File: src/rtl/biu_pkg.sv
// Shared definitions for the CPLD/ARM async strobe bus.
// Holds the bus engine state encoding, the default bus widths, and the BIU
// register map constants. It also has a helper that sizes the phase counter.
package biu_pkg;

  localparam int unsigned ADDR_W = 24;
  localparam int unsigned DATA_W = 32;

  // BIU register map (byte addresses, 32-bit words)
  localparam logic [23:0] LED_BASE    = 24'h000000;
  localparam int unsigned LED_WORDS   = 20;
  localparam logic [23:0] PHOTO_BASE  = 24'h000050;
  localparam int unsigned PHOTO_WORDS = 20;

  typedef enum logic [2:0] {
    StIdle,
    StSetup,
    StStrobe,
    StHold,
    StRecover
  } bus_state_e;

  // Width of the down-counter. It has to hold N-1 for the longest phase, and
  // it is never narrower than one bit.
  function automatic int unsigned phase_cnt_w(input int unsigned s, input int unsigned w,
                                               input int unsigned h, input int unsigned r);
    int unsigned m;
    m = s;
    if (w > m) m = w;
    if (h > m) m = h;
    if (r > m) m = r;
    return ($clog2(m) < 1) ? 1 : $clog2(m);
  endfunction

endpackage

File: src/rtl/cpld_bus_master.sv
// Initiator for the CPLD/ARM async strobe bus.
// A valid/ready request becomes one bus cycle with address setup, an
// active-low strobe, hold time and recovery time. Completion is signalled by
// a one-cycle rsp_valid pulse. For reads, rsp_rdata carries the data.
// Ports:
//   fpga_clk, rst              clock, synchronous active-high reset
//   req_valid/req_ready        request handshake (ready only in idle)
//   req_write/addr/wdata       request contents, sampled on accept
//   rsp_valid, rsp_rdata       completion pulse and read data (0 for writes)
//   busy                       engine not idle
//   cpld_rs, cpld_ws           active-low read/write strobes
//   arm_a                      word-aligned bus address
//   arm_data_out/_oe/_in       split data bus; the top level builds the inout
module cpld_bus_master #(
  parameter int unsigned ADDR_W      = biu_pkg::ADDR_W,
  parameter int unsigned DATA_W      = biu_pkg::DATA_W,
  parameter int unsigned SETUP_CYC   = 2,
  parameter int unsigned STROBE_CYC  = 6,
  parameter int unsigned HOLD_CYC    = 2,
  parameter int unsigned RECOVER_CYC = 3
) (
  input  logic              fpga_clk,
  input  logic              rst,
  input  logic              req_valid,
  output logic              req_ready,
  input  logic              req_write,
  input  logic [ADDR_W-1:0] req_addr,
  input  logic [DATA_W-1:0] req_wdata,
  output logic              rsp_valid,
  output logic [DATA_W-1:0] rsp_rdata,
  output logic              busy,
  output logic              cpld_rs,
  output logic              cpld_ws,
  output logic [ADDR_W-1:0] arm_a,
  output logic [DATA_W-1:0] arm_data_out,
  output logic              arm_data_oe,
  input  logic [DATA_W-1:0] arm_data_in
);

  import biu_pkg::*;

  localparam int unsigned CntW = phase_cnt_w(SETUP_CYC, STROBE_CYC, HOLD_CYC, RECOVER_CYC);

  localparam logic [CntW-1:0] SetupLoad   = CntW'(SETUP_CYC - 1);
  localparam logic [CntW-1:0] StrobeLoad  = CntW'(STROBE_CYC - 1);
  localparam logic [CntW-1:0] HoldLoad    = CntW'(HOLD_CYC - 1);
  localparam logic [CntW-1:0] RecoverLoad = CntW'(RECOVER_CYC - 1);

  bus_state_e        state_q, state_d;
  logic [CntW-1:0]   count_q, count_d;
  logic              write_q, write_d;
  logic [ADDR_W-1:0] arm_a_q, arm_a_d;
  logic [DATA_W-1:0] arm_data_out_q, arm_data_out_d;
  logic              arm_data_oe_q, arm_data_oe_d;
  logic              cpld_rs_q, cpld_rs_d;
  logic              cpld_ws_q, cpld_ws_d;
  logic              rsp_valid_q, rsp_valid_d;
  logic [DATA_W-1:0] rsp_rdata_q, rsp_rdata_d;

  logic count_zero;
  assign count_zero = (count_q == '0);

  always_comb begin
    state_d        = state_q;
    count_d        = count_q;
    write_d        = write_q;
    arm_a_d        = arm_a_q;
    arm_data_out_d = arm_data_out_q;
    arm_data_oe_d  = arm_data_oe_q;
    cpld_rs_d      = cpld_rs_q;
    cpld_ws_d      = cpld_ws_q;
    rsp_valid_d    = 1'b0;
    rsp_rdata_d    = rsp_rdata_q;

    unique case (state_q)
      StIdle: begin
        if (req_valid) begin
          state_d        = StSetup;
          count_d        = SetupLoad;
          write_d        = req_write;
          arm_a_d        = {req_addr[ADDR_W-1:2], 2'b00};
          arm_data_out_d = req_write ? req_wdata : '0;
          arm_data_oe_d  = req_write;
        end
      end
      StSetup: begin
        if (count_zero) begin
          state_d = StStrobe;
          count_d = StrobeLoad;
          // Only one strobe ever goes low, selected by the latched direction
          if (write_q) cpld_ws_d = 1'b0;
          else         cpld_rs_d = 1'b0;
        end else begin
          count_d = count_q - 1'b1;
        end
      end
      StStrobe: begin
        if (count_zero) begin
          state_d     = StHold;
          count_d     = HoldLoad;
          cpld_rs_d   = 1'b1;
          cpld_ws_d   = 1'b1;
          // Capture on the last low cycle, while the responder still drives
          rsp_rdata_d = write_q ? '0 : arm_data_in;
        end else begin
          count_d = count_q - 1'b1;
        end
      end
      StHold: begin
        if (count_zero) begin
          state_d       = StRecover;
          count_d       = RecoverLoad;
          arm_data_oe_d = 1'b0;
          rsp_valid_d   = 1'b1;
        end else begin
          count_d = count_q - 1'b1;
        end
      end
      StRecover: begin
        if (count_zero) begin
          state_d = StIdle;
        end else begin
          count_d = count_q - 1'b1;
        end
      end
      default: begin
        state_d = StIdle;
        count_d = '0;
      end
    endcase
  end

  always_ff @(posedge fpga_clk) begin
    if (rst) begin
      state_q        <= StIdle;
      count_q        <= '0;
      write_q        <= 1'b0;
      arm_a_q        <= '0;
      arm_data_out_q <= '0;
      arm_data_oe_q  <= 1'b0;
      cpld_rs_q      <= 1'b1;
      cpld_ws_q      <= 1'b1;
      rsp_valid_q    <= 1'b0;
      rsp_rdata_q    <= '0;
    end else begin
      state_q        <= state_d;
      count_q        <= count_d;
      write_q        <= write_d;
      arm_a_q        <= arm_a_d;
      arm_data_out_q <= arm_data_out_d;
      arm_data_oe_q  <= arm_data_oe_d;
      cpld_rs_q      <= cpld_rs_d;
      cpld_ws_q      <= cpld_ws_d;
      rsp_valid_q    <= rsp_valid_d;
      rsp_rdata_q    <= rsp_rdata_d;
    end
  end

  assign req_ready    = (state_q == StIdle);
  assign busy         = (state_q != StIdle);
  assign rsp_valid    = rsp_valid_q;
  assign rsp_rdata    = rsp_rdata_q;
  assign cpld_rs      = cpld_rs_q;
  assign cpld_ws      = cpld_ws_q;
  assign arm_a        = arm_a_q;
  assign arm_data_out = arm_data_out_q;
  assign arm_data_oe  = arm_data_oe_q;

endmodule

File: config.mk
export PLATFORM = sky130hd
export DESIGN_NAME = cpld_bus_master
export DESIGN_NICKNAME = d
export VERILOG_FILES = /design/src/rtl/biu_pkg.sv /design/src/rtl/cpld_bus_master.sv
export SDC_FILE = /design/constraint.sdc
export NUM_CORES = 1
export LEC_CHECK = 0
export BUFFER_PORTS_ARGS = -buffer_cell sky130_fd_sc_hd__buf_2
export CAP_MARGIN = 25
export CORE_MARGIN = 5
export CORE_UTILIZATION = 25
export DETAILED_ROUTE_END_ITERATION = 6
export GPL_TIMING_DRIVEN = 0
export SETUP_SLACK_MARGIN = 0.5
export SLEW_MARGIN = 5
export SYNTH_ARGS = -nofsm -noshare
export SYNTH_HDL_FRONTEND = slang
export SYNTH_SLANG_ARGS = --single-unit
File: constraint.sdc
create_clock -name fpga_clk -period 2.2 [get_ports fpga_clk]
set_input_delay 0 -clock fpga_clk [delete_from_list [all_inputs] [get_ports fpga_clk]]
set_output_delay 0 -clock fpga_clk [all_outputs]
set_load 0.01 [all_outputs]
==> summary.md <==
| Metric | Value |
|---|---|
| Outcome | finished, final reports clean |
| Die X | 129 um |
| Sequential element share of the synthesized area | 54.5% |
| M3 GR Usage | 4.70% |
| Worst-path maximum fanout | 10 |
| Met2 Track Usage GR | 24.5% |
| Seq pwr share | 40.2% |
| Tcrit/Tclk final | 73.5% |
| Total wire length | 12.1 mm |
| Sw Ratio | 29.3% |
| First-pass GRT wire length | 18.6 mm |
| CTS tree | done |
| CP endpoint kind | flop |
| Largest net degree at the start of global routing | 17 |
| Clk sink count | 97 |
| GR peak layer | met2 |
| Core area | 13900 um2 |
| Max_slew headroom | 56.9% |
| Clk pwr share | 33.4% |
| DR DRC count | 0 |
| CTS buffer count | 9 |
| Most frequent cell after synthesis | dfxtp_1 |
| Post-synth EDFFs | 0 |
| Ant. Diodes | 0 |
| Worst path arrival time | 1900 ps |
| Total GRT Usage | 14.1% |
| Worst skew pair latency | 340 ps |
| Area grow syn2layout | 67.4% |
| Most frequent cells after synthesis | 97 x dfxtp_1, 83 x nand2_1, 59 x a21oi_1 |
| Filler cells | 1332 |
| Async SR Flop Fraction | 0% |
| ANT nets after route | 0 |
| Slew @ Worst Pin | 647 ps |
| Routed length per instance | 14.2 um |
| Logic gate share of total power | 26.4% |
| Startpoint type of the worst setup path | flop |
| CP required | 2480 ps |
| Die area | 16800 um2 |
| Starting Density | 25.6% |
| Post-DP HPWL | 8.35 mm |
| Unique cell type count in the Yosys netlist | 38 |
| Count of pins over their slew limit | 0 |
| Initial antenna violation count | 0 |
| Initial DRC Count | 160 |
| Htree depth | 3 |
| Grt ovf | 0 |
| Top FF cell, synth | dfxtp_1 |
| Met1 usage | 16.1% |
| F_max | 0.619 GHz |
| Period minus WS final | 1620 ps |
| Synth area leaders | dfxtp_1 54%, nand2_1 8.7%, a21oi_1 8.3% |
| Fin. Hold Viols | 0 |
| Vias in the first global route | 3906 |
| Crit path kind | reg -> reg |
| Share of post-route cells with drive strength above 1 | 35.1% |
| Routability cong. | 0.837 |
| Post-synthesis cell count | 387 |
| Placed cell count | 748 |
| Yosys top cell by area | dfxtp_1 |
| PwrDens | 850 nW/um2 |
| Syn Area/Cell | 9.21 um2 |
| Internal Power | 3.59 mW |
| Port Buf Inserts | 180 |
| Clk slew on worst S/H paths | 60 ps |
| Peak supply drop | 0.356 mV |
| Max cap viols | 0 |
| #FFs+latches synth | 97 |
| Maximum clock path buffer count | 2 |
| Layout Nets | 764 |
| Hold Path Class | in -> reg |
| Drt via density | 4.46 |
| P_sw | 1.49 mW |
| Boundary pin count | 186 |
| Mapped Area | 3570 um2 |
| Yosys top cell area share | 54.5% |
| Detailed-route via count | 3816 |
| Synth warnings | 0 |
| Fin Clk Skew | 5.82 ps |
| Die Y | 129 um |
| Initial DRT Pass Iterations | 4 |
| Final setup fails | 0 |
| RSZ-0062 raised after global routing | false |
| Root Buffer | clkbuf_16 |
| Site Rows | 43 |
| Leakage | 2.72 nW |
| Non-Filler Instances | 855 |
| Setup TNS | 0 ps |
-- per-stage QoR --
stage	setup WS [ps]	util (%)	power, mW	hold slack (ps)	cell area [um2]
after detailed placement	427	33.7	3.24	216	4700
after global routing	500	42.8	5.37	62.2	5970
after global placement	456	33.7	3.21	211	4700
after floorplan	644	-	2.80	126	3570
after CTS	530	42.5	5.12	53.2	5930
final	584	42.8	5.08	65.6	5970
-- placed cells by master (no fill, tap or decap), types with 3 or more instances in the layout --
master and count:
buf_4 7, clkbuf_16 9, dlygate4sd3_1 87, buf_6 8, nor2_1 5, a22o_1 32, inv_1 3, a21oi_1 58
nor3_1 5, dfxtp_1 96, clkbuf_1 8, nand3_1 37, buf_2 190, clkinvlp_4 3, nand2_1 83, inv_2 3
-- area by class of cell --
| type | instances | area (um2) | area share [%] |
|---|---|---|---|
| buffer | 35 | 236 | 3.96 |
| clock buffer | 10 | 239 | 4.00 |
| clock inverter | 6 | 91.3 | 1.53 |
| inverter | 6 | 22.5 | 0.377 |
| multi-input combinational | 250 | 1410 | 23.6 |
| sequential | 97 | 1940 | 32.6 |
| tap | 180 | 225 | 3.77 |
| timing repair buffer | 271 | 1810 | 30.2 |
-- sequential cells by signal, summed over array words and instances (netlist names) --
register      flops
arm_a            22
cpld_rs           1
arm_data_out     32
state_q           3
rsp_valid         1
cpld_ws           1
arm_data_oe       1
rsp_rdata        32
count_q           3
write_q           1
-- layer usage --
| metal | share of wire (%) | vias up | wire length (um) |
|---|---|---|---|
| met5 | 0 | - | 0 |
| met4 | 2.2 | 0 | 273 |
| met3 | 8.9 | 24 | 1090 |
| met2 | 48 | 184 | 5790 |
| met1 | 41 | 1704 | 5000 |
| li1 | - | 1904 | - |
-- repair_timing --
action                                 in CTS  in global routing
cloned                                      0                  1
endpoints found under the hold margin      86                  0
pin swaps                                   1                  1
resized for setup                           2                 14
setup endpoints to repair                  31                 53
hold buffers                               87                  0
setup buffers                               3                  0
-- power groups by stage --
stage	Clock (mW)	Combinational, mW	Sequential (mW)
finish	1.69	1.34	2.04
detailed placement	0	1.17	2.07
global placement	0	1.15	2.06
CTS	1.77	1.32	2.03
floorplan	0	0.668	2.13
global route	1.83	1.48	2.06
-- final timing paths --
| path | start | end | slack (ps) | cells past startpoint |
|---|---|---|---|---|
| setup / recovery | count_q[1]$_SDFFE_PP0P_ | rsp_rdata[11]$_SDFFE_PP0P_ | 580 | 9 |
| hold / removal | rst | count_q[1]$_SDFFE_PP0P_ | 70 | 3 |
| setup reg to reg | count_q[1]$_SDFFE_PP0P_ | rsp_rdata[11]$_SDFFE_PP0P_ | 580 | 9 |
| hold reg to reg | arm_data_out[8]$_SDFFE_PP0P_ | arm_data_out[8]$_SDFFE_PP0P_ | 450 | 2 |
-- logic make-up after synthesis --
group / count (synthesis) / synth area share, %
other: 1 / 0.105
adders and majority gates: 2 / 0.702
buffers and inverters: 41 / 6.98
and+or+nand+nor: 139 / 17.9
AOI/OAI and AO/OA: 105 / 19.3
muxes: 1 / 0.281
DFF: 97 / 54.5
xor gates and xnor gates: 1 / 0.246
-- critical path: stages (launching register included) --
cell and delay, ps:
dfxtp_1 320, inv_2 90, ha_4 160, nor2b_4 140, buf_6 110, nand2_4 50
nor4b_4 260, buf_6 170, buf_8 130, a22o_1 130
Note: power is estimated with default switching activity, not from simulation.
